## src/rtl/shared_drive_arbiter.sv

```systemverilog
// shared_drive_arbiter: round-robin exclusive ownership of one shared WIDTH-bit signal.
// The owner's data is registered onto o_bus. Any drive from a channel that does not
// hold the grant is reported as a conflict.
// Optional build macro SHARED_DRIVE_WOR_EN: o_bus becomes the wired-OR of every
// enabled channel's data instead of the owner's data only.
module shared_drive_arbiter #(
  parameter int unsigned N_CHAN         = 4,
  parameter int unsigned WIDTH          = 8,
  parameter int unsigned MAX_HOLD       = 16,
  parameter int unsigned CONFLICT_CNT_W = 8
) (
  input  logic                      i_clk,
  input  logic                      i_rst,
  input  logic [N_CHAN-1:0]         i_req,
  input  logic [N_CHAN-1:0]         i_en,
  input  logic [N_CHAN*WIDTH-1:0]   i_data,
  output logic [N_CHAN-1:0]         o_gnt,
  output logic [WIDTH-1:0]          o_bus,
  output logic                      o_bus_valid,
  output logic                      o_conflict,
  output logic [N_CHAN-1:0]         o_conflict_chan,
  output logic [CONFLICT_CNT_W-1:0] o_conflict_cnt
);

  localparam int unsigned CHAN_W        = (N_CHAN > 1) ? $clog2(N_CHAN) : 1;
  localparam int unsigned HOLD_W        = (MAX_HOLD > 2) ? $clog2(MAX_HOLD) : 1;
  localparam int unsigned HOLD_LAST_INT = (MAX_HOLD == 0) ? 0 : MAX_HOLD - 1;
  localparam logic [HOLD_W-1:0] HOLD_LAST = HOLD_W'(HOLD_LAST_INT);

  typedef enum logic [1:0] {StIdle, StGrant, StRelease} state_e;

  state_e              state_q;
  logic [CHAN_W-1:0]   rr_q;
  logic [CHAN_W-1:0]   owner_q;
  logic [HOLD_W-1:0]   hold_q;

  logic                pick_found;
  logic [CHAN_W-1:0]   pick_idx;
  logic [N_CHAN-1:0]   pick_onehot;
  logic [CHAN_W-1:0]   next_rr;
  logic                grant_end;
  logic [N_CHAN-1:0]   conflict_mask;
  logic                bus_valid_d;
  logic [WIDTH-1:0]    bus_d;

  // Round-robin pick: first requester at or above rr_q, wrapping past the top channel.
  always_comb begin : arb_pick
    logic [CHAN_W-1:0] cand;
    cand       = '0;
    pick_found = 1'b0;
    pick_idx   = '0;
    for (int unsigned i = 0; i < N_CHAN; i++) begin
      cand = CHAN_W'((32'(rr_q) + i) % N_CHAN);
      if (!pick_found && i_req[cand]) begin
        pick_found = 1'b1;
        pick_idx   = cand;
      end
    end
  end

  // One-hot form of the pick plus ownership-end and pointer-advance decisions.
  always_comb begin
    pick_onehot           = '0;
    pick_onehot[pick_idx] = 1'b1;
    next_rr   = (32'(owner_q) == N_CHAN - 1) ? '0 : owner_q + CHAN_W'(1);
    grant_end = !i_req[owner_q] || ((MAX_HOLD != 0) && (hold_q == HOLD_LAST));
    // The owner's own drive is never a conflict.
    conflict_mask = i_en & ~o_gnt;
  end

`ifdef SHARED_DRIVE_WOR_EN
  // Wired-OR resolution across every enabled channel.
  always_comb begin
    bus_valid_d = |i_en;
    bus_d       = '0;
    for (int unsigned k = 0; k < N_CHAN; k++) begin
      if (i_en[k]) begin
        bus_d = bus_d | i_data[k*WIDTH +: WIDTH];
      end
    end
  end
`else
  // Only the current owner's data reaches the bus.
  always_comb begin
    bus_valid_d = |(o_gnt & i_en);
    bus_d       = i_data[32'(owner_q)*WIDTH +: WIDTH];
  end
`endif

  // Ownership FSM with registered grant, bus and conflict outputs.
  always_ff @(posedge i_clk or posedge i_rst) begin
    if (i_rst) begin
      state_q         <= StIdle;
      rr_q            <= '0;
      owner_q         <= '0;
      hold_q          <= '0;
      o_gnt           <= '0;
      o_bus           <= '0;
      o_bus_valid     <= 1'b0;
      o_conflict      <= 1'b0;
      o_conflict_chan <= '0;
      o_conflict_cnt  <= '0;
    end else begin
      case (state_q)
        StIdle, StRelease: begin
          if (pick_found) begin
            state_q <= StGrant;
            o_gnt   <= pick_onehot;
            owner_q <= pick_idx;
            hold_q  <= '0;
          end else begin
            state_q <= StIdle;
            o_gnt   <= '0;
          end
        end
        StGrant: begin
          if (grant_end) begin
            // One-cycle turnaround; the next owner search starts past this one.
            state_q <= StRelease;
            o_gnt   <= '0;
            rr_q    <= next_rr;
            hold_q  <= '0;
          end else begin
            hold_q <= hold_q + HOLD_W'(1);
          end
        end
        default: begin
          state_q <= StIdle;
          o_gnt   <= '0;
        end
      endcase

      o_bus_valid <= bus_valid_d;
      if (bus_valid_d) begin
        o_bus <= bus_d;
      end

      o_conflict <= |conflict_mask;
      if (|conflict_mask) begin
        o_conflict_chan <= conflict_mask;
        if (o_conflict_cnt != '1) begin
          o_conflict_cnt <= o_conflict_cnt + CONFLICT_CNT_W'(1);
        end
      end
    end
  end

endmodule
```

## config.mk

```make
export PLATFORM = sky130hd
export DESIGN_NAME = shared_drive_arbiter
export DESIGN_NICKNAME = d
export VERILOG_FILES = /design/src/rtl/shared_drive_arbiter.sv
export SDC_FILE = /design/constraint.sdc
export NUM_CORES = 1
export LEC_CHECK = 0
export CAP_MARGIN = 20
export CORE_UTILIZATION = 47
export DETAILED_ROUTE_END_ITERATION = 10
export GPL_TIMING_DRIVEN = 0
export PLACE_DENSITY = 0.82
export SLEW_MARGIN = 20
export SYNTH_ARGS = -nofsm -noshare
export SYNTH_HDL_FRONTEND = slang
export SYNTH_SLANG_ARGS = --single-unit
```

## constraint.sdc

```tcl
create_clock -name i_clk -period 3.5 [get_ports i_clk]
set_input_delay 0.7 -clock i_clk [delete_from_list [all_inputs] [get_ports i_clk]]
set_output_delay 0.7 -clock i_clk [all_outputs]
set_load 0.02 [all_outputs]
```

Yosys cells after proc, flatten, opt, wreduce, memory -nomap -nowiden
Index checks and enable logic that the tools add are counted.
{ "op_classes": {"add_sub_neg": 6, "mul": 0, "div": 0, "magnitude_cmp": 7, "n_eq_ne": 7, "shift": 1, "n_mux": 30, "n_bitwise": 3, "n_reduce_logical": 18} }
{ "op_table": {"columns": ["operator", "count"], "rows": [
  ["$shiftx 32x6->8", 1],
  ["$lt 2x3->1 const B", 6],
  ["$mux 4", 4],
  ["$pmux 4 s2", 2],
  ["$mux 2", 6],
  ["$mux 1", 11],
  ["$bmux 1 s2", 5],
  ["$add 8x1->8 const B", 1],
  ["$and 4x4->4", 2],
  ["$ne 8x8->1 const B", 1],
  ["$reduce_and 2->1", 4],
  ["$reduce_or 4->1", 2],
  ["$add 2x1->2 const B", 2],
  ["$add 2x2->2 const B", 2],
  ["$add 4x1->4 const B", 1],
  ["$eq 2x2->1 const B", 2],
  ["$eq 4x4->1 const B", 1],
  ["$logic_and 1x1->1", 4],
  ["$logic_not 1->1", 4],
  ["$ne 2x2->1 const B", 2],
  ["$not 4->4", 1],
  ["$pmux 2 s2", 1],
  ["$demux 1 s2", 1],
  ["$eq 2x1->1 const B", 1],
  ["other kinds (5)", 5]
]} }
{ "totals": {"reg_bits": 36, "latch_bits": 0, "mem_bits_rw": 0, "rom_bits": 0, "input_bits": 42, "output_inout_bits": 26, "elab_cells": 82, "n_memories": 0} }

Longest topological paths before layout
{ "depth": {"depth_word": 18, "ltp_mapped": 6} }

Worst setup path after synthesis
Ideal clock, no wire load.
{ "synth_timing": {"path_kind": "input port to flip-flop", "start": "input i_req[3]", "end": "register rr_q[0]", "arrival_ns": 1.751, "slack_ns": 1.622, "cell_stages": 4, "n_path_buf": 0, "cell_sequence": "mux4_2 and2_4 nor2b_4 mux2_1"} }
{ "synth_between": {"elab_chain_cells": 5} }
{ "synth_lines": {"columns": ["element", "line", "rtl"], "rows": [
  ["from (decl)", "14", "input logic [N_CHAN-1:0] i_req,"],
  ["$bmux 1 s2", "66", "grant_end = !i_req[owner_q] || ((MAX_HOLD != 0) && (hold_q == HOLD_LAST));"],
  ["$mux 1 (not written as such)", "66", null],
  ["$logic_not 1->1", "66", null],
  ["$logic_or 1x1->1", "66", null],
  ["$reduce_and 2->1 (no source line)", null, null],
  ["to (signal assigned)", "121", "rr_q <= next_rr;"],
  ["to (decl)", "33", "logic [CHAN_W-1:0] rr_q;"]
]} }
Every way passes these cells. The select of a mux whose other input is x is not followed.
A chain may end at the register's enable or synchronous reset.

Worst setup path after layout
{ "layout_timing": {"start": "input i_req[3]", "end": "register rr_q[1]"} }
Same word-level chain as after synthesis.

==> results.tsv <==
metric	value	unit
hold_end	o_conflict_chan[3]	
required	3670	ps
r2r-end	rr_q[1]	
cts_made_buffers	5	
hp-class	flip-flop to flip-flop	
timing.final.crit_share	0.634	
post-route-min-period	2220	ps
clkTransAtPathRegs	70	ps
ys_top_cells_by_area	dfrtp_1 49%, mux4_2 11%, mux2_2 6.1%	
wirelength	4.21	mm
ys_types	37	
syn_area_per_cell	12.1	um2
port-buffer-count	67	
relSlewSlack	0.516	
reg2reg_depth	4	
worst_pin_slew	725	ps
post_cts_resized	0	
clockBufferDepth	2	
vias	1480	
run_status	finished clean	
cp-startpoint	i_req[3]	
place.gp.congestion	0.875	
diodes	0	
fin_setup_tns	0	ps
fp.dieW	64.5	um
grt_pass1_vias	1486	
mostFrequentLayoutCells	67 x clkdlybuf4s50_1, 36 x dfrtp_1, 18 x nand2_1, 10 x mux2_2, 9 x mux4_2	
viasPerCell	5.38	
pre_cts_ws	993	ps
crit_fanout	6	
rsz0062_at_grt	no	
finalSetupViolCount	0	
arrival	2390	ps
irDropWorstVdd	0.470	mV
cp_cell_sequence	clkdlybuf4s50_1 -> mux4_2 -> and2_4 -> nor2b_4 -> mux2_1	
drive_gt1_frac	0.159	
antenna_found_initial	0	
cts_tree	yes	
crit_slowest_cell	mux4_2	
rrSetupSlack	1800	ps
wl_per_cell	15.3	um
ys_seq_elements	36	
area_growth	44.8	%
final_common_cell	clkdlybuf4s50_1	
cp_top_family	multiplexers	
start_util	0.497	
end_kind	flip-flop	
max_stage_delay	540	ps
coreArea	3690	um2
detail-route-antenna-nets	0	
rr_startpoint	owner_q[0]	
fillCellCount	270	
hpwl	3.28	mm
grt_pass1_wl	6.93	mm
yosys_warnings	0	
synthesis.nets	197	
p_leak	1.11	nW
finalMaxSlewViolations	0	
synth.top_cell.area_share	0.491	
io_pins	68	
worst-path-buf-inv	1	
clkLatencyLatePin	290	ps
fin_nets	271	
die-area	4150	um2
grt_usage	0.225	
die_y	64.5	um
synth_edf_count	0	
yosys.area.top_type	dfrtp_1	
drc	0	
p_per_area	842	nW/um2
cts.sinks	36	
row_count	22	
skew	4.97	ps
cp-start-kind	primary input	
cts_hold_buffers	0	
cts.htree.levels	2	
hold-path-cell-count	2	
synthFlopType	dfrtp_1	
dr.pass1.iters	4	
synth_cells	152	
fin_ws	1280	ps
hold_viol	0	
drv_cap	0	
critical_path_class	primary input to flip-flop	
max_freq	451	MHz
final_core_util	0.719	
cts_root_buf	clkbuf_8	
syn_area	1830	um2
postCtsSetupBuffers	0	
grt_max_degree	37	
hold_path_startpoint	o_conflict_chan[3]	
asyncSetResetFlopFracSynth	1.00	
first_iter_violations	69	
grt_remaining_overflow	0	
seq_area_frac_synth	0.491	
flip-flops by register name (all words and copies together), names as in the netlist:
signal / cells
o_conflict_cnt: 8
hold_q: 4
o_bus_valid: 1
o_gnt: 4
o_bus: 8
state_q: 2
o_conflict: 1
rr_q: 2
owner_q: 2
o_conflict_chan: 4
cell usage after synthesis (4+ instances only):
library cell	count
dfrtp_1	36
inv_1	5
nor2_1	6
nand3_1	6
mux4_2	9
mux2_2	10
nor4_1	4
a21oi_1	4
o21ai_0	6
nand2b_1	6
nand2_1	18
xor2_1	7
how the worst max path moves through the flow:
stage          endpoint  depth (start not counted)  slack, ps
6_report        rr_q[1]                          5       1280
5_1_grt         rr_q[1]                          5       1240
4_1_cts         rr_q[1]                          5       1300
3_5_place_dp    rr_q[1]                          5        990
3_3_place_gp    rr_q[0]                          5       1040
2_1_floorplan   rr_q[0]                          4       1620
power by group:
group	internal, mW	switching (mW)	total [mW]
registers	0.601	0.161	0.763
logic	0.632	0.542	1.17
clock network	0.160	0.136	0.297
worst min-delay path, delay by kind of cell (launching register included):
kind / cells / cell delay, ps
flops: 1 / 350
simple gates: 2 / 110
metal layers:
metal | vias up | wire (um) | track usage
met3 | 6 | 208 | 0.0546
met2 | 50 | 2240 | 0.397
met1 | 723 | 1710 | 0.265
met4 | 0 | 51 | 0.0778
li1 | 701 | - | -
met5 | - | 0 | 0
per-stage QoR:
step           total power, mW  area [um2]  hold WS (ps)  cells
6_report                  2.23        2650           490    275
5_1_grt                   2.38        2650           512    275
4_1_cts                   2.25        2650           493    275
3_5_place_dp              1.95        2560           476    267
3_3_place_gp              1.90        2560           472    267
2_1_floorplan             1.48        1830           485    152
logic make-up (layout without fill, tap and decap cells):
logic type / after synthesis / count (layout) / synth area share
XOR/XNOR: 7 / 7 / 0.0334
adder cells (fa/ha/maj): 3 / 3 / 0.0205
AND/OR/NAND/NOR: 54 / 54 / 0.168
AO/OA/AOI/OAI: 21 / 21 / 0.0744
multiplexers: 22 / 22 / 0.190
flip-flops: 36 / 36 / 0.491
buffers and inverters: 9 / 84 / 0.0225
layout make-up:
type,instances,area (um2),area share
plain buffers,4,22.5,0.00849
clock buffers,8,90.1,0.0339
inverters,5,18.8,0.00707
multi-input cells,107,891,0.336
flip-flops and latches,36,901,0.339
well taps,48,60.1,0.0226
repair buffers,67,671,0.253
Note: power is estimated with default switching activity, not from simulation.
